[config.mk]
export PLATFORM = sky130hd
export DESIGN_NAME = wm8731_adc_ctrl
export DESIGN_NICKNAME = d
export VERILOG_FILES = /design/src/rtl/wm8731_adc_ctrl.sv
export SDC_FILE = /design/constraint.sdc
export NUM_CORES = 1
export LEC_CHECK = 0
export ABC_AREA = 1
export BUFFER_PORTS_ARGS = -buffer_cell sky130_fd_sc_hd__buf_2
export CAP_MARGIN = 20
export CORE_AREA = 2 2 98 100
export DETAILED_ROUTE_END_ITERATION = 16
export DIE_AREA = 0 0 100 102
export PLACE_DENSITY = 0.72
export SYNTH_ARGS = -nofsm -noshare
export SYNTH_HDL_FRONTEND = slang
export SYNTH_SLANG_ARGS = --single-unit
[constraint.sdc]
create_clock -name m_clk -period 8.05 [get_ports m_clk]
set_input_delay 2.415 -clock m_clk [delete_from_list [all_inputs] [get_ports m_clk]]
set_output_delay 2.415 -clock m_clk [all_outputs]
set_load 0.1 [all_outputs]
[src/rtl/wm8731_adc_ctrl.sv]
// wm8731_adc_ctrl
// Master-side sequencer for the WM8731 ADC serial port. It derives b_clk and
// adc_lr_clk from m_clk, shifts adcdat in MSB-first on every b_clk falling
// edge, and presents each completed stereo pair over a valid/ready handshake
// with a sticky overrun flag.
//
// Ports:
//   m_clk        master clock, all logic on its rising edge
//   rst          asynchronous active-high reset
//   enable       run request; only acted on at frame boundaries once running
//   adcdat       serial data from the codec (changes after b_clk rises)
//   b_clk        registered bit clock, period 2*BCLK_DIV m_clk cycles
//   adc_lr_clk   registered frame clock, 1 = left slot, 0 = right slot
//   left_data    last captured left sample
//   right_data   last captured right sample
//   sample_valid left_data/right_data hold an unconsumed pair
//   sample_ready consumer accepts the pair
//   overrun      sticky: a pair was overwritten before it was accepted
//   overrun_clr  clears overrun (a simultaneous set wins)
//   busy         high while a frame is in progress
module wm8731_adc_ctrl #(
  parameter int BCLK_DIV    = 4,
  parameter int SLOT_BITS   = 32,
  parameter int SAMPLE_BITS = 24
) (
  input  logic                   m_clk,
  input  logic                   rst,
  input  logic                   enable,
  input  logic                   adcdat,
  output logic                   b_clk,
  output logic                   adc_lr_clk,
  output logic [SAMPLE_BITS-1:0] left_data,
  output logic [SAMPLE_BITS-1:0] right_data,
  output logic                   sample_valid,
  input  logic                   sample_ready,
  output logic                   overrun,
  input  logic                   overrun_clr,
  output logic                   busy
);

  localparam int CNT_W = $clog2(2 * SLOT_BITS);
  localparam logic [7:0]       DIV_MAX    = 8'(BCLK_DIV - 1);
  localparam logic [CNT_W-1:0] SLOT_W     = CNT_W'(SLOT_BITS);
  localparam logic [CNT_W-1:0] SLOT_LAST  = CNT_W'(SLOT_BITS - 1);
  localparam logic [CNT_W-1:0] FRAME_LAST = CNT_W'(2 * SLOT_BITS - 1);
  localparam logic [CNT_W-1:0] SAMPLE_W   = CNT_W'(SAMPLE_BITS);

  typedef enum logic [1:0] {IDLE, LEFT, RIGHT} state_t;

  state_t                 state_reg, state_next;
  logic [7:0]             div_cnt_reg;
  logic [CNT_W-1:0]       bit_cnt_reg;
  logic [SAMPLE_BITS-1:0] shift_reg;
  logic [SAMPLE_BITS-1:0] shift_next;
  logic [SAMPLE_BITS-1:0] left_hold_reg;
  logic [CNT_W-1:0]       slot_idx;
  logic                   div_last;
  logic                   fall_edge;
  logic                   left_end;
  logic                   right_end;
  logic                   transfer;

  // Datapath decode shared by the FSM and the registers.
  always_comb begin
    div_last  = (state_reg != IDLE) && (div_cnt_reg == DIV_MAX);
    // The edge on which b_clk is about to go 1 -> 0 is the capture edge.
    fall_edge = div_last && b_clk;
    slot_idx  = (bit_cnt_reg >= SLOT_W) ? (bit_cnt_reg - SLOT_W) : bit_cnt_reg;
    left_end  = fall_edge && (state_reg == LEFT)  && (bit_cnt_reg == SLOT_LAST);
    right_end = fall_edge && (state_reg == RIGHT) && (bit_cnt_reg == FRAME_LAST);
    transfer  = sample_valid && sample_ready;
    // Bits beyond SAMPLE_BITS in a slot are ignored. The shifted value is used
    // directly at slot ends so a bit captured on the last edge is not lost.
    shift_next = shift_reg;
    if (fall_edge && (slot_idx < SAMPLE_W))
      shift_next = {shift_reg[SAMPLE_BITS-2:0], adcdat};
  end

  // FSM: state register
  always_ff @(posedge m_clk or posedge rst) begin
    if (rst) state_reg <= IDLE;
    else     state_reg <= state_next;
  end

  // FSM: next state. enable is only looked at in IDLE and at the end of a
  // frame, so frames are never truncated.
  always_comb begin
    state_next = state_reg;
    case (state_reg)
      IDLE:    if (enable)    state_next = LEFT;
      LEFT:    if (left_end)  state_next = RIGHT;
      RIGHT:   if (right_end) state_next = enable ? LEFT : IDLE;
      default:                state_next = IDLE;
    endcase
  end

  // FSM: outputs
  always_comb begin
    busy = (state_reg == LEFT) || (state_reg == RIGHT);
  end

  // Clock generation, capture and handshake registers.
  always_ff @(posedge m_clk or posedge rst) begin
    if (rst) begin
      div_cnt_reg   <= '0;
      bit_cnt_reg   <= '0;
      shift_reg     <= '0;
      left_hold_reg <= '0;
      b_clk         <= 1'b0;
      adc_lr_clk    <= 1'b0;
      left_data     <= '0;
      right_data    <= '0;
      sample_valid  <= 1'b0;
      overrun       <= 1'b0;
    end else begin
      if (state_reg == IDLE) begin
        div_cnt_reg <= '0;
        bit_cnt_reg <= '0;
        b_clk       <= 1'b0;
        adc_lr_clk  <= enable;
      end else begin
        if (div_last) begin
          div_cnt_reg <= '0;
          b_clk       <= ~b_clk;
        end else begin
          div_cnt_reg <= div_cnt_reg + 8'd1;
        end
        if (fall_edge) begin
          bit_cnt_reg <= (bit_cnt_reg == FRAME_LAST) ? '0 : bit_cnt_reg + CNT_W'(1);
          shift_reg   <= shift_next;
        end
        if (left_end) begin
          left_hold_reg <= shift_next;
          adc_lr_clk    <= 1'b0;
        end
        if (right_end) begin
          left_data  <= left_hold_reg;
          right_data <= shift_next;
          // Falls back to 0 when the sequencer returns to IDLE.
          adc_lr_clk <= enable;
        end
      end

      // A frame completion always (re)asserts valid; a transfer alone clears it.
      if (right_end)     sample_valid <= 1'b1;
      else if (transfer) sample_valid <= 1'b0;

      if (right_end && sample_valid && !sample_ready) overrun <= 1'b1;
      else if (overrun_clr)                           overrun <= 1'b0;
    end
  end

endmodule
==> impl_metrics.py <==
metrics = {
    "outcome": {
        "status": "finished clean",
    },
    "floorplanning": {
        "die_w_um": 100,
        "io_pins": 59,
        "rows": 35,
        "die_y_um": 102,
        "core_mm2": 0.00911,
        "start_util_pct": 54.2,
        "die-area_mm2": 0.0102,
    },
    "placed_design": {
        "dpl_cell_area_mm2": 0.00524,
        "io_buffers": 58,
        "hpwl_um": 5890,
        "gp_congestion": 0.821,
    },
    "timing": {
        "finalCritPeriodShare_pct": 50.6,
        "final_hold_viol_count": 0,
        "period_needed_ns": 4.08,
        "fmax_mhz": 245,
        "hold_ws_ns": 0.471,
        "slew_violations": 0,
        "setup_violations": 0,
        "rsz0062_at_grt": "no",
        "skew_ns": 0.0106,
        "tns_ns": 0,
        "maxSlewHeadroom_pct": 40.3,
        "worst_pin_slew_ns": 0.896,
    },
    "synthesis": {
        "synth_area_mm2": 0.00494,
        "synthCells": 540,
        "seq_area_frac_synth_pct": 58.8,
        "synthDistinctLibCells": 27,
        "synthFlopType": "dfrtp_1",
        "yosysWarnings": 0,
        "ys_async_sr_fraction_pct": 100,
        "syn-num-nets": 552,
        "synth_edf_count": 0,
        "ys_ff_latch": 116,
        "syn_area_per_cell_um2": 9.14,
    },
    "clocking": {
        "clk_path_buf_depth": 2,
        "cts_resized": 0,
        "holdBufCountCts": 0,
        "root_buffer": "clkbuf_8",
        "cts_buffers": 17,
        "cts_max_level": 4,
        "post-cts-setup-buffers": 0,
        "numClockSinks": 116,
        "clk_latency_ns": 0.52,
        "clk_pin_slew_ns": 0.05,
        "cts_tree": "done",
    },
    "route": {
        "drc_errors": 0,
        "drt-total-wl_um": 9590,
        "first_iter_violations": 146,
        "num_vias": 3696,
        "wire_per_inst_um": 13.3,
        "ant_nets": 0,
        "dr.pass1.iters": 4,
        "drt-vias-per-instance": 5.13,
    },
    "grt": {
        "grt_util_met1_pct": 25.5,
        "grt_pass1_wl_um": 16700,
        "grt_max_degree": 75,
        "grtUsageMet3_pct": 6.57,
        "grt_most_used_layer": "met2",
        "grt_pass1_vias": 3699,
        "grt-ovfl-total": 0,
        "antenna_found_initial": 0,
        "grt_usage_pct": 21.3,
        "grtUsageMet2_pct": 35.4,
    },
    "critical_path": {
        "crit_chain": "inv_1, ha_1, buf_2",
        "worst-setup-path-type": "register to output port",
        "rr_startpoint": "state_reg[0]",
        "path_max_fanout": 4,
        "crit_slowest_cell": "buf_2",
        "crit_path_start_kind": "register",
        "cp-end-kind": "output port",
        "slowest_delay_ns": 0.41,
        "path_buf_inv": 2,
        "crit_start": "state_reg[1]",
        "crit_required_ns": 5.64,
        "worstPathArrival_ns": 1.66,
        "path_delay_family": "buffers and inverters",
        "timing.rr.end": "left_data[13]",
        "r2r_slack_ns": 5.17,
        "worst-r2r-cell-count": 9,
    },
    "worst_hold_path": {
        "min_path_type": "register to register",
        "hold_end": "right_data[18]",
        "min-delay-start": "right_data[18]",
        "hold_depth": 2,
    },
    "power_and_ir_drop": {
        "vdd.ir_drop.worst_v": 0.000238,
        "power_density_mw_per_mm2": 278,
        "leakage_uw": 0.00307,
        "power_uw": 1600,
    },
    "layout": {
        "final_nets": 611,
        "areaGrowthSynthToFinish_pct": 16.9,
        "drive_above_1_share_pct": 16.7,
        "diodes": 0,
        "fin_area_mm2": 0.00577,
    },
    "flow_run": {
        "cap_viol_max_count": 0,
    },
}
-- synth_stat cells, types with 6 or more instances --
master	n	share of area, %
nand2_1	153	12
dfrtp_1	116	59
inv_1	64	4.9
nand3_1	55	5.6
o21ai_0	33	3.3
and2_1	24	3.0
o21ai_1	18	1.8
nor2_1	14	1.1
buf_2	7	0.71
buf_6	7	1.6
a21oi_1	6	0.61
ha_1	6	1.5
nand4_1	6	0.76
-- worst min-delay path, stage by stage (launching register included) --
cell and delay (ns):
dfrtp_1 0.33, nand2_1 0.05, nand2_1 0.05
-- power by group --
group          leakage (uW)  switching (uW)  internal, uW
clock              0.000267             239           448
sequential          0.00160            25.5           642
combinational       0.00121             180          68.4
-- layout by cell type, fill, tap and decap left out, types with 3 or more instances in the layout --
cell,instances
a21oi_1,6
clkinv_2,4
clkbuf_16,16
dfrtp_1,116
o21ai_2,4
inv_1,63
nor3_1,3
nand2_1,153
clkbuf_1,4
ha_1,6
nand4_1,6
nor2_4,3
and2_1,24
o21ai_1,18
nand3_1,55
xor2_1,3
nor2_1,14
inv_2,4
clkbuf_8,3
o21ai_0,33
buf_2,58
-- metal layers --
metal,wire length [um],vias up
li1,-,1828
met1,4300,1786
met2,4830,72
met3,306,10
met4,147,0
met5,0,-
-- worst max path at each step --
stage	cells after the start	endpoint	slack, ns
global placement	3	shift_reg[22]	4.19
detailed placement	3	left_data[3]	4.15
global route	3	busy	3.89
floorplan	1	adc_lr_clk	2.56
CTS	3	busy	3.95
finish	3	busy	3.97
-- layout make-up --
| type | instances | area [um^2] |
|---|---|---|
| Timing Repair Buffer | 60 | 305 |
| Inverter | 68 | 258 |
| Clock buffer | 23 | 457 |
| Multi-Input combinational cell | 336 | 1630 |
| Clock inverter | 6 | 80.1 |
| Tap cell | 111 | 139 |
| Fill cell | 754 | 3340 |
| Sequential cell | 116 | 2900 |
-- logic make-up (layout without fill, tap and decap cells) --
group,count (synthesis),in the layout,share of synthesized area (%)
adder cells (fa/ha/maj),6,6,1.52
AND/OR/NAND/NOR,265,265,24.2
AO/OA/AOI/OAI,62,62,6.74
XOR/XNOR,3,3,0.532
buffers and inverters,88,157,8.19
flip-flops,116,116,58.8
-- per-stage QoR --
| stage | instances | setup WS, ns | util (%) |
|---|---|---|---|
| after floorplan | 540 | 2.56 | - |
| after detailed placement | 691 | 4.15 | 57.5 |
| after global routing | 720 | 3.89 | 63.4 |
| final | 720 | 3.97 | 63.4 |
| after global placement | 691 | 4.19 | 57.5 |
| after CTS | 720 | 3.95 | 63.4 |
Power figures use the tool's default switching activity.
